### config.mk
export PLATFORM = sky130hd
export DESIGN_NAME = dp_memory_arbiter
export DESIGN_NICKNAME = d
export VERILOG_FILES = /design/src/rtl/dp_memory_arbiter.sv
export SDC_FILE = /design/constraint.sdc
export NUM_CORES = 1
export LEC_CHECK = 0
export CAP_MARGIN = 10
export CORE_ASPECT_RATIO = 1.75
export CORE_UTILIZATION = 30
export CTS_CLUSTER_SIZE = 8
export DETAILED_ROUTE_END_ITERATION = 7
export MAX_ROUTING_LAYER = met4
export PLACE_DENSITY = 0.73
export REMOVE_ABC_BUFFERS = 1
export SLEW_MARGIN = 30
export SYNTH_ARGS = -nofsm -noshare
export SYNTH_HDL_FRONTEND = slang
export SYNTH_SLANG_ARGS = --single-unit
### constraint.sdc
create_clock -name clk -period 5.5 [get_ports clk]
set_input_delay 1.375 -clock clk [delete_from_list [all_inputs] [get_ports clk]]
set_output_delay 1.375 -clock clk [all_outputs]
set_load 0.01 [all_outputs]
### src/rtl/dp_memory_arbiter.sv
`default_nettype none
// ============================================================================
// Module   : dp_memory_arbiter
// Purpose  : Two-requester arbiter in front of a dual-port memory. Writes go
//            to port A and reads to port B, each with its own round-robin
//            pointer. Read data returns on a one-cycle response strobe.
// Revision : 1.0  initial release
// ============================================================================
module dp_memory_arbiter #(
    parameter int ADDRESS_WIDTH = 12,
    parameter int DATA_WIDTH    = 32
) (
    input  logic                     clk,
    input  logic                     nreset,

    input  logic                     m0_valid,
    output logic                     m0_ready,
    input  logic                     m0_write,
    input  logic [ADDRESS_WIDTH-1:0] m0_addr,
    input  logic [DATA_WIDTH-1:0]    m0_wdata,
    output logic                     m0_rvalid,
    output logic [DATA_WIDTH-1:0]    m0_rdata,

    input  logic                     m1_valid,
    output logic                     m1_ready,
    input  logic                     m1_write,
    input  logic [ADDRESS_WIDTH-1:0] m1_addr,
    input  logic [DATA_WIDTH-1:0]    m1_wdata,
    output logic                     m1_rvalid,
    output logic [DATA_WIDTH-1:0]    m1_rdata,

    output logic                     mem_ce_a,
    output logic                     mem_we,
    output logic [ADDRESS_WIDTH-1:0] mem_addr_a,
    output logic [DATA_WIDTH-1:0]    mem_datain,
    output logic                     mem_ce_b,
    output logic                     mem_re,
    output logic [ADDRESS_WIDTH-1:0] mem_addr_b,
    input  logic [DATA_WIDTH-1:0]    mem_dataout
);

    localparam int C_NUM_REQ = 2;

    logic [C_NUM_REQ-1:0] w_valid;
    logic [C_NUM_REQ-1:0] w_write;
    logic [C_NUM_REQ-1:0] w_wr_cand;
    logic [C_NUM_REQ-1:0] w_rd_cand;
    logic [C_NUM_REQ-1:0] w_wr_grant;
    logic [C_NUM_REQ-1:0] w_rd_grant;
    logic [C_NUM_REQ-1:0] w_rvalid;
    logic [DATA_WIDTH-1:0] w_rdata [C_NUM_REQ];

    logic r_wr_ptr;
    logic r_rd_ptr;
    logic r_tag_valid;
    logic r_tag_id;

    // ptr names the requester that wins when both compete
    function automatic logic [1:0] rr_grant(input logic [1:0] cand, input logic ptr);
        logic [1:0] grant;
        grant[0] = cand[0] & (~cand[1] | ~ptr);
        grant[1] = cand[1] & (~cand[0] |  ptr);
        return grant;
    endfunction

    assign w_valid = {m1_valid, m0_valid};
    assign w_write = {m1_write, m0_write};

    // Nothing is granted while reset is held, so the memory stays idle
    assign w_wr_cand = nreset ? (w_valid &  w_write) : 2'b00;
    assign w_rd_cand = nreset ? (w_valid & ~w_write) : 2'b00;

    assign w_wr_grant = rr_grant(w_wr_cand, r_wr_ptr);
    assign w_rd_grant = rr_grant(w_rd_cand, r_rd_ptr);

    assign m0_ready = w_wr_grant[0] | w_rd_grant[0];
    assign m1_ready = w_wr_grant[1] | w_rd_grant[1];

    assign mem_we     = |w_wr_grant;
    assign mem_ce_a   = |w_wr_grant;
    assign mem_addr_a = w_wr_grant[1] ? m1_addr  : m0_addr;
    assign mem_datain = w_wr_grant[1] ? m1_wdata : m0_wdata;

    assign mem_re     = |w_rd_grant;
    assign mem_ce_b   = |w_rd_grant;
    assign mem_addr_b = w_rd_grant[1] ? m1_addr : m0_addr;

    always_ff @(posedge clk or negedge nreset) begin
        if (!nreset) begin
            r_wr_ptr    <= 1'b0;
            r_rd_ptr    <= 1'b0;
            r_tag_valid <= 1'b0;
            r_tag_id    <= 1'b0;
        end else begin
            if (|w_wr_grant) begin
                r_wr_ptr <= ~w_wr_grant[1];
            end
            if (|w_rd_grant) begin
                r_rd_ptr <= ~w_rd_grant[1];
            end
            r_tag_valid <= |w_rd_grant;
            r_tag_id    <= w_rd_grant[1];
        end
    end

    generate
        for (genvar i = 0; i < C_NUM_REQ; i++) begin : g_resp
            logic [DATA_WIDTH-1:0] r_rdata_hold;

            assign w_rvalid[i] = r_tag_valid & (r_tag_id == 1'(i));

            // Memory output is only meaningful during the strobe; keep a copy after it
            always_ff @(posedge clk or negedge nreset) begin
                if (!nreset) begin
                    r_rdata_hold <= '0;
                end else if (w_rvalid[i]) begin
                    r_rdata_hold <= mem_dataout;
                end
            end

            assign w_rdata[i] = w_rvalid[i] ? mem_dataout : r_rdata_hold;
        end
    endgenerate

    assign m0_rvalid = w_rvalid[0];
    assign m1_rvalid = w_rvalid[1];
    assign m0_rdata  = w_rdata[0];
    assign m1_rdata  = w_rdata[1];

endmodule
`default_nettype wire

Yosys cells after proc, flatten, opt, wreduce, memory -nomap -nowiden
Index checks and enable logic that the tools add are counted.
Widths: inputs -> output; s select.
Word-level totals
  memory bits (read-only): 0
  memories kept: 0
  latch bits: 0
  output and inout port bits: 128
  word-level logic and storage cells: 39
  memory bits (writable): 0
  bits in registers: 68
Cells by class
  add/sub/neg operators: 0
  equal/unequal tests: 0
  reduce and logical (&&, ||, !) cells: 2
  divide/modulo/power cells: 0
  multiplexer cells: 7
  multiply operators: 0
  bitwise gates (word level): 24
  shift operators: 0
  $lt $le $gt $ge: 0
Operators with widths (number)
  $mux 32: 3
  $mux 12: 2
  $not 1->1: 9
  $and 1x1->1: 6
  $or 1x1->1: 6
  $and 2x2->2: 2
  $mux 2: 2
  $reduce_or 2->1: 2
  $not 2->2: 1

Logic depth before layout (Yosys ltp)
Gate-level depths: netlist (run 1).
  depth after elaboration: 7
  depth in mapped cells: 5
  gate-level depth less buffers: 3

Worst setup path after synthesis (run 1)
Ideal clock, no wire load.
  path type: input-to-output
  from: in nreset
  to: out mem_addr_b[10]
  cell stages on the path: 5
  arrival: 2.397 ns
  path slack: 1.728 ns
  cells stage by stage: buf_2 > and3b_1 > o21a_2 > buf_6 > mux2_4
Between the ends
  longest elaborated chain between the ends: 5
RTL lines
  start, declared: line 14  | input logic nreset,
  $mux 2 (*): line 71  | assign w_rd_cand = nreset ? (w_valid & ~w_write) : 2'b00;
  $not 1->1: line 62  | grant[1] = cand[1] & (~cand[0] | ptr);
  $or 1x1->1: line 62
  $and 1x1->1 (*): line 62
  via w_rd_grant[1]: line 49  | logic [C_NUM_REQ-1:0] w_rd_grant;
  $mux 12 (*): line 86  | assign mem_addr_b = w_rd_grant[1] ? m1_addr : m0_addr;
  end, declared: line 38  | output logic [ADDRESS_WIDTH-1:0] mem_addr_b,
Mark *: on every way through the listed nets, which the timed path passes. The rest lies on a longest branch.

Worst setup path in the final report (run 1)
  from: in m1_valid
  to: out mem_addr_b[0]
Between the ends
  longest elaborated chain between the ends: 4
RTL lines
  start, declared: line 24  | input logic m1_valid,
  $and 2x2->2: line 71
  $mux 2: line 71
  $and 1x1->1: line 62
  $mux 12: line 86
No other way between the ends.

==> summary.txt, run 1 <==
Floorplanning
  – Row count: 50
  – Die Span X: 81.8 um
  – Starting Density: between 30% and 40%
  – Die H: between 100 and 150 um
  – IO Count: 254
  – Die area: roughly 12000 sq um
  – Core Area: 10800 sq um

Synth
  – Yosys warns: 0
  – Post-synth cell types: 20
  – Post-synth top area share: about half
  – Synth Cell Area: 3340 sq um
  – Syn Area/Cell: approximately 15 sq um
  – Syn Inst Count: roughly 230
  – Synth area leaders: dfrtp_1, mux2_2, mux2_4
  – Synthesis-stage register bit count: 68
  – Sequential share of the synthesized area: about half
  – Largest area contributor in the netlist: dfrtp_1

Detailed routing
  – Wire per inst: 20.0 um
  – DRT Pass-1 Iters: 4
  – Vias per cell: roughly 4.7
  – Vias: around 2900
  – Routed Antenna Nets: 0
  – Initial DRC Count: 52
  – Final wirelength: around 12 mm
  – Remaining routing DRC violations: 0

Worst setup path
  – CP max FO: 14
  – Critical path data arrival time: 3.59 ns
  – Setup CP Type: in2out
  – Worst r2r src: r_tag_id
  – Worst path required time: a little over 4 ns
  – Crit start category: input port
  – CP startpoint: m1_valid
  – Worst Setup End Kind: output pin

Run status
  – Status: finished clean

Place
  – Placed inst area: approximately 6000 sq um
  – Gpl congestion: just under 0.9
  – Placed wire-length estimate: ~10 mm
  – Port-buffer cells: around 250

Global route
  – First-pass GRT wire length: roughly 18 mm
  – Number of global-route vias before repair: ~3200
  – Gr ovfl total: 0
  – Initial antenna violation count: 2
  – GR Util All Layers: between 20% and 30%
  – Largest net degree at the start of global routing: between 60 and 70

Cells and area
  – Final core area utilization: 58.7%
  – Layout cells sized above 1: 27.9%
  – Commonest non-fill, non-tap cell in the layout: clkdlybuf4s50_1
  – Final Net Count: just over 600
  – Most frequent cells in the layout: clkdlybuf4s50_1, mux2_2, dfrtp_1
  – Fin area: around 6300 sq um
  – Layout area overhead: 88.8%

Timing
  – Max-Slew Margin vs Limit: 39.3%
  – Final-report setup violation count: 0
  – Setup TNS: 0 ns
  – Hold Vio Cnt, Final: 0
  – RSZ-0062 raised after global routing: no
  – Least-Margin Pin Slew: approximately 0.91 ns
  – Fin. max-slew vios: 0
  – Max Clock Freq: a little over 200 MHz
  – Layout Skew: about 0.0046 ns
  – Fin crit share: 90.2%
  – Final Critical Period: about 5 ns

CTS
  – Clk sink count: between 60 and 70
  – Post_cts resized: 0
  – Root buffer cell: clkbuf_16
  – Clk_lat worst skew: 0.33 ns
  – TritonCTS Buffers: 9
  – Post-CTS setup repair buffer count: 0
  – CTS tree: done
  – Hold-fix buffers at CTS: 0
  – Clock buffer depth: 2
  – H-Tree Depth: 3
  – Clock transition at the registers of the reported paths: ~0.05 ns

Min path
  – Hold Path Class: reg2reg
  – Worst hold start: g_resp[1].r_rdata_hold[15]

Power and ir drop
  – Clock share of power: between 30 and 40%
  – Flop pwr share: roughly 33%
  – Power Dens Cells: approximately 300 nW/um^2
  – Combinational share of power: between 30 and 40%
  – Switching share of power: between 20 and 30%
  – Psw: roughly 490 uW
  – LEAKAGE: between 0.002 and 0.003 uW
  – Peak supply drop: about 0.0002 V
  – Int Pwr: 1450 uW

Job
  – Total of max-cap violations: 0
[cell type report]
| cell class | count | area [sq um] |
|---|---|---|
| inverter | 3 | 11.3 |
| sequential | 68 | 1700 |
| fill | 905 | 4450 |
| clock buffer | 11 | 243 |
| antenna | 2 | 5.00 |
| timing repair buffer | 258 | 2590 |
| clock inverter | 5 | 75.1 |
| tap | 130 | 163 |
| multi-input combinational | 139 | 1520 |
[through the flow]
| step | std cells | worst slack, ns | total power [uW] | hold WS (ns) |
|---|---|---|---|---|
| after floorplan | 210 | 1.39 | 909 | 0.464 |
| after global placement | 597 | 0.589 | 1340 | 0.476 |
| after detailed placement | 597 | 0.544 | 1350 | 0.482 |
| after CTS | 613 | 0.538 | 1970 | 0.494 |
| after global routing | 616 | 0.458 | 2040 | 0.503 |
| final | 616 | 0.539 | 1950 | 0.494 |
[cell usage after synthesis, drive strengths merged]
cell type and instances:
a41oi 1, nand2b 4, nand4 1, nand2 3, inv 3, buf 14, clkbuf 1, dfrtp 68
a31oi 3, a21boi 2, nand3 1, a21oi 1, o2111ai 1, mux2 120, and3b 1, o21a 1
[cell families after synthesis]
| family | synth area share, % |
|---|---|
| mux | 41.3 |
| flops | 50.9 |
| buf+inv | 3.63 |
| simple gates | 1.68 |
| compound gates | 2.47 |
[power groups by stage]
stage               Combinational, uW  Clock [uW]  Sequential (uW)
floorplan                         269           0              640
global placement                  692           0              645
detailed placement                702           0              652
CTS                               706         622              644
global route                      742         643              657
finish                            697         607              644
[worst max-delay path, stage by stage]
cell             delay, ns
clkdlybuf4s50_1       0.60
and3b_1               0.25
o21a_2                0.46
mux2_2                0.40
clkdlybuf4s50_1       0.48
[routing by layer]
layer | share of wire, % | vias to the layer above | global-route usage (%)
met5 | 0 | - | -
met4 | 2.0 | 0 | 7.94
met3 | 11 | 16 | 9.00
met2 | 51 | 194 | 37.9
met1 | 36 | 1348 | 22.4
li1 | - | 1327 | -
[sequential cells by signal, indices dropped and copies added (netlist names)]
register             cells
r_tag_id                 1
r_wr_ptr                 1
r_rd_ptr                 1
r_tag_valid              1
g_resp.r_rdata_hold     64
[worst paths after layout]
check                                                   to  slack, ns  cells after the start
worst max-delay path                         mem_addr_b[0]       0.54                      5
worst max register to register  g_resp[0].r_rdata_hold[17]       3.87                      2
worst min-delay path            g_resp[1].r_rdata_hold[15]       0.49                      1
min in group asynchronous                         r_wr_ptr       0.85                      1
worst min register to register  g_resp[1].r_rdata_hold[15]       0.49                      1
max in group asynchronous        g_resp[1].r_rdata_hold[6]       3.78                      3
Power figures use the tool's default switching activity.
==> run 2: changes to the inputs <==
Settings changed: RECOVER_POWER from default to 50.
==> run 2 against run 1 <==
Against the previous run: the flow now finishes with violations (max-capacitance violations, max-slew violations); fmax about the same; clock-buffer cell count did not move; first-iteration DRC count decreased by 1.9%; critical path depth did not move; sequential share of layout area up 0.10 points; core utilization fell by 0.22 points; total power decreased by 0.35%; non-clock buffer count stayed put; final cell count did not move; final area down 0.38%; worst setup slack improved by 0.0017 ns; flip-flop and latch count unchanged; largest cell class unchanged.
==> summary.txt, run 2 (synthesized netlist as in run 1, its figures left out) <==
CTS
  – Clk sink count: 68 (unchanged)
  – Hold-fix buffers at CTS: 0 (unchanged)
  – Clock buffer depth: 2 (unchanged)
  – Clk_lat worst skew: 0.33 ns (about the same)
  – Root buffer cell: clkbuf_16
  – H-Tree Depth: 3 (unchanged)
  – TritonCTS Buffers: 9 (unchanged)
  – Post-CTS setup repair buffer count: 0 (unchanged)
  – CTS tree: done
  – Clock transition at the registers of the reported paths: 0.05 ns (about the same)
  – Post_cts resized: 0 (unchanged)

Timing
  – Setup TNS: 0 ns (unchanged)
  – Max Clock Freq: 202 MHz (about the same)
  – Final-report setup violation count: 0 (unchanged)
  – Final Critical Period: 4.96 ns (-0.00167 ns)
  – Fin crit share: 90.2% (about the same)
  – Max-Slew Margin vs Limit: -21.4% (-61 points)
  – Hold Vio Cnt, Final: 0 (unchanged)
  – RSZ-0062 raised after global routing: no
  – Layout Skew: 0.00440 ns (-0.000231 ns)
  – Fin. max-slew vios: 70 (+70)
  – Least-Margin Pin Slew: 1.82 ns (+0.911 ns)

Cells and area
  – Final Net Count: 605 (unchanged)
  – Layout cells sized above 1: 27.1% (-0.83 points)
  – Multi-input gate area: 1520 sq um (unchanged)
  – Most frequent cells in the layout: clkdlybuf4s50_1, mux2_2, dfrtp_1
  – Storage element area: 1700 sq um (unchanged)
  – Fill cells: 912 (+0.77%)
  – Max FFs per register: 64 (unchanged)
  – Top reg by flops: g_resp.r_rdata_hold
  – Finished Layout Cells: 616 (unchanged)
  – Layout area overhead: 88.1%
  – Commonest non-fill, non-tap cell in the layout: clkdlybuf4s50_1

Global route
  – Initial antenna violation count: 2 (unchanged)
  – Number of global-route vias before repair: 3226 (unchanged)
  – Largest net degree at the start of global routing: 68 (unchanged)
  – First-pass GRT wire length: 17.6 mm (unchanged)
  – GR Util All Layers: 22.3% (unchanged)
  – Gr ovfl total: 0 (unchanged)

Power and ir drop
  – Power Dens Cells: 309 nW/um^2 (about the same)
  – LEAKAGE: 0.00256 uW (-0.27%)
  – Peak supply drop: 0.000201 V (about the same)

Run status
  – Status: complete, but fails checks
  – Failing checks: max-capacitance violations, max-slew violations

Place
  – Gpl congestion: 0.872 (unchanged)
  – Dpl cells: 597 (unchanged)
  – Placed wire-length estimate: 10.1 mm (unchanged)
  – Port-buffer cells: 253 (unchanged)

Detailed routing
  – Vias: 2895 (+0.35%)
  – Wire per inst: 20.0 um (-0.13%)
  – Initial DRC Count: 51 (-1.9%)
  – Remaining routing DRC violations: 0 (unchanged)
  – Routed Antenna Nets: 0 (unchanged)
  – Final wirelength: 12.3 mm (-0.13%)
  – DRT Pass-1 Iters: 4 (unchanged)
  – Vias per cell: 4.70 (+0.35%)

Worst setup path
  – Setup CP Type: in2out
  – Worst Setup End Kind: output pin
  – CP max FO: 14 (unchanged)
  – Critical path data arrival time: 3.58 ns (about the same)
  – Crit start category: input port
  – Worst path required time: 4.12 ns (about the same)

Floorplanning
  – Die area: 11600 sq um (unchanged)
  – Starting Density: 31.1% (unchanged)
  – Die H: 142 um (unchanged)
  – IO Count: 254 (unchanged)
  – Die Span X: 81.8 um (unchanged)
  – Row count: 50 (unchanged)
  – Core Area: 10800 sq um (unchanged)

Min path
  – Hold Path Class: reg2reg

Job
  – Total of max-cap violations: 2 (+2)
run 2: cell count changes in the layout (fill, tap and decap cells not counted), sizes merged:
cell and change:
clkbuf +3, dlygate4sd3 +32, buf -3, clkdlybuf4s50 -32
run 2: worst paths after layout:
path	startpoint	end	slack, ns	cells after the start
setup / recovery	m1_valid	mem_addr_b[0]	0.54	5
hold / removal	g_resp[1].r_rdata_hold[15]	g_resp[1].r_rdata_hold[15]	0.49	1
setup reg to reg	r_tag_id	g_resp[0].r_rdata_hold[0]	3.83	2
hold reg to reg	g_resp[1].r_rdata_hold[15]	g_resp[1].r_rdata_hold[15]	0.49	1
max in group asynchronous	nreset	g_resp[1].r_rdata_hold[6]	1.09	3
min in group asynchronous	nreset	r_wr_ptr	0.96	1
run 2: worst max-delay path, stage by stage:
cell and delay, ns:
clkdlybuf4s50_1 0.60, and3b_1 0.25, o21a_2 0.46, mux2_2 0.40
clkdlybuf4s50_1 0.48
run 2: power by group:
part | total (uW) | internal (uW) | switching [uW] | leakage (uW)
registers | 644 | 613 | 30.9 | 0.000794
clock network | 608 | 406 | 201 | 0.000159
logic | 689 | 428 | 261 | 0.00161
total | 1940 | 1450 | 493 | 0.00256
run 2: layout make-up:
type	instances	area share [%]
diodes	2	0.0796
clock buffers	11	3.86
clock inverters	5	1.19
inverters	3	0.179
multi-input cells	139	24.2
flip-flops and latches	68	27.1
well taps	130	2.59
repair buffers	258	40.8
run 2: routing by layer:
metal | global-route usage [%] | vias to the layer above | routed length (um)
li1 | - | 1326 | -
met1 | 22.4 | 1353 | 4430
met2 | 37.9 | 198 | 6260
met3 | 9.00 | 18 | 1350
met4 | 7.94 | 0 | 281
met5 | - | - | 0
run 2: per-stage QoR:
stage	setup slack [ns]	area, sq um	hold WS, ns	power (uW)	util [%]
after floorplan	1.39	3230	0.464	909	-
after detailed placement	0.544	5970	0.482	1350	55.5
final	0.540	6290	0.494	1940	58.5
after global routing	0.345	6290	0.503	2030	58.5
after CTS	0.538	6290	0.494	1970	58.4
after global placement	0.589	5970	0.476	1340	55.5
==> run 3: changes to the inputs <==
Settings changed: SLEW_MARGIN 30 to 10.
==> run 3 against run 2 <==
Against the previous run: largest power group unchanged; final area barely moved; worst setup slack got worse by 0.047 ns; global-route usage did not move; largest cell class unchanged; the run still ends with max-capacitance violations, max-slew violations left.
==> summary.txt, run 3 (synthesized netlist as in run 1, its figures left out) <==
Floorplanning
  – Die Span X: 81.8 um (unchanged)
  – Die area: 11600 sq um (unchanged)
  – Die H: 142 um (unchanged)
  – Row count: 50 (unchanged)
  – Core Area: 10800 sq um (unchanged)
  – Starting Density: 31.1% (unchanged)
  – IO Count: 254 (unchanged)

Cells and area
  – Multi-input gate area: 1520 sq um (unchanged)
  – Most frequent cells in the layout: clkdlybuf4s50_1, mux2_2, dfrtp_1
  – Top reg by flops: g_resp.r_rdata_hold
  – Layout area overhead: 88.1% (about the same)
  – Final Net Count: 604 (-0.17%)
  – Final core area utilization: 58.4% (about the same)
  – Max FFs per register: 64 (unchanged)
  – Commonest non-fill, non-tap cell in the layout: clkdlybuf4s50_1
  – Fill cells: 910 (-0.22%)
  – Storage element area: 1700 sq um (unchanged)
  – Layout cells sized above 1: 27.3% (+0.26 points)
  – Finished Layout Cells: 615 (-0.16%)

Timing
  – WHS: 0.494 ns (-0.0000120 ns)
  – Fin. max-slew vios: 68 (-2.9%)
  – Final Critical Period: 5.01 ns (+0.0473 ns)
  – Hold Vio Cnt, Final: 0 (unchanged)
  – Final-report setup violation count: 0 (unchanged)
  – Max Clock Freq: 200 MHz (-0.94%)
  – Layout Skew: 0.00426 ns (-0.000143 ns)
  – Fin crit share: 91.0% (+0.86 points)
  – RSZ-0062 raised after global routing: no
  – Max-Slew Margin vs Limit: -11.4% (+10 points)
  – Least-Margin Pin Slew: 1.67 ns (-0.150 ns)
  – Setup TNS: 0 ns (unchanged)

Place
  – Placed wire-length estimate: 10.1 mm (unchanged)
  – Dpl cells: 597 (unchanged)
  – Port-buffer cells: 253 (unchanged)
  – Gpl congestion: 0.872 (unchanged)

Worst setup path
  – Setup crit end: mem_datain[9]
  – Worst reg2reg setup slack: 3.83 ns (about the same)
  – Setup CP Type: in2out
  – Register-to-Register Path Depth: 2 (unchanged)
  – Worst r2r src: r_tag_id
  – Worst Setup End Kind: output pin
  – Capture point of the worst reg-to-reg path: g_resp[0].r_rdata_hold[0]
  – CP max FO: 42 (+28)
  – CP startpoint: m0_valid
  – Critical path data arrival time: 3.63 ns (+0.05 ns)
  – Crit start category: input port
  – Worst path required time: 4.12 ns (about the same)

Global route
  – Initial antenna violation count: 2 (unchanged)
  – Number of global-route vias before repair: 3226 (unchanged)
  – Gr ovfl total: 0 (unchanged)
  – First-pass GRT wire length: 17.6 mm (unchanged)
  – GR Util All Layers: 22.3% (unchanged)
  – Largest net degree at the start of global routing: 68 (unchanged)

CTS
  – Clk_lat worst skew: 0.33 ns (about the same)
  – TritonCTS Buffers: 9 (unchanged)
  – Hold-fix buffers at CTS: 0 (unchanged)
  – Clock buffer depth: 2 (unchanged)
  – Root buffer cell: clkbuf_16
  – Post_cts resized: 0 (unchanged)
  – H-Tree Depth: 3 (unchanged)
  – CTS tree: done
  – Post-CTS setup repair buffer count: 0 (unchanged)
  – Clock transition at the registers of the reported paths: 0.05 ns (about the same)
  – Clk sink count: 68 (unchanged)

Run status
  – Status: complete, but fails checks
  – Failing checks: max-capacitance violations, max-slew violations

Power and ir drop
  – Peak supply drop: 0.000202 V (about the same)
  – Power Dens Cells: 309 nW/um^2 (about the same)
  – LEAKAGE: 0.00256 uW (about the same)

Detailed routing
  – Wire per inst: 20.0 um (+0.17%)
  – Vias: 2901 (+0.21%)
  – DRT Pass-1 Iters: 4 (unchanged)
  – Vias per cell: 4.72 (+0.37%)
  – Remaining routing DRC violations: 0 (unchanged)
  – Final wirelength: 12.3 mm (about the same)
  – Routed Antenna Nets: 0 (unchanged)
  – Initial DRC Count: 70 (+37%)

Min path
  – Hold Path Class: reg2reg

Job
  – Total of max-cap violations: 1 (-1)
[run 3: routing by layer]
layer | GRT usage, % | vias up | part of all wire (%)
met4 | 7.94 | 0 | 2.3
li1 | - | 1326 | -
met3 | 9.00 | 19 | 11
met2 | 37.9 | 197 | 51
met1 | 22.4 | 1359 | 36
met5 | - | - | 0
[run 3: per-stage QoR]
step	setup WS (ns)	cell area [sq um]	power [uW]
after CTS	0.538	6290	1970
after global routing	0.386	6290	2030
final	0.493	6290	1940
after floorplan	1.39	3230	909
after global placement	0.589	5970	1340
after detailed placement	0.544	5970	1350
[run 3: power by group]
part	internal, uW	switching (uW)	total [uW]	leakage [uW]
sequential	613	30.9	644	0.000794
clock	406	201	607	0.000159
combinational	428	261	689	0.00161
[run 3: how the worst min path moves through the flow]
stage	from	to	slack, ns	depth (start not counted)
2_1_floorplan	r_rd_ptr	r_rd_ptr	0.46	1
3_3_place_gp	g_resp[0].r_rdata_hold[16]	g_resp[0].r_rdata_hold[16]	0.48	1
3_5_place_dp	g_resp[1].r_rdata_hold[24]	g_resp[1].r_rdata_hold[24]	0.48	1
4_1_cts	g_resp[1].r_rdata_hold[24]	g_resp[1].r_rdata_hold[24]	0.49	1
5_1_grt	g_resp[1].r_rdata_hold[2]	g_resp[1].r_rdata_hold[2]	0.50	1
6_report	g_resp[1].r_rdata_hold[15]	g_resp[1].r_rdata_hold[15]	0.49	1
[run 3: critical path, stage by stage]
cell             delay [ns]
dlygate4sd3_1          0.63
nand2_1                0.14
o2111ai_4              0.29
buf_12                 0.28
mux2_2                 0.37
clkdlybuf4s50_1        0.52
[run 3: cell type report]
cell class | instances | area share, %
antenna | 2 | 0.0796
clock buffer | 11 | 3.86
clock inverter | 5 | 1.19
inverter | 3 | 0.179
multi-input combinational | 139 | 24.2
sequential | 68 | 27.1
tap | 130 | 2.59
timing repair buffer | 257 | 40.8
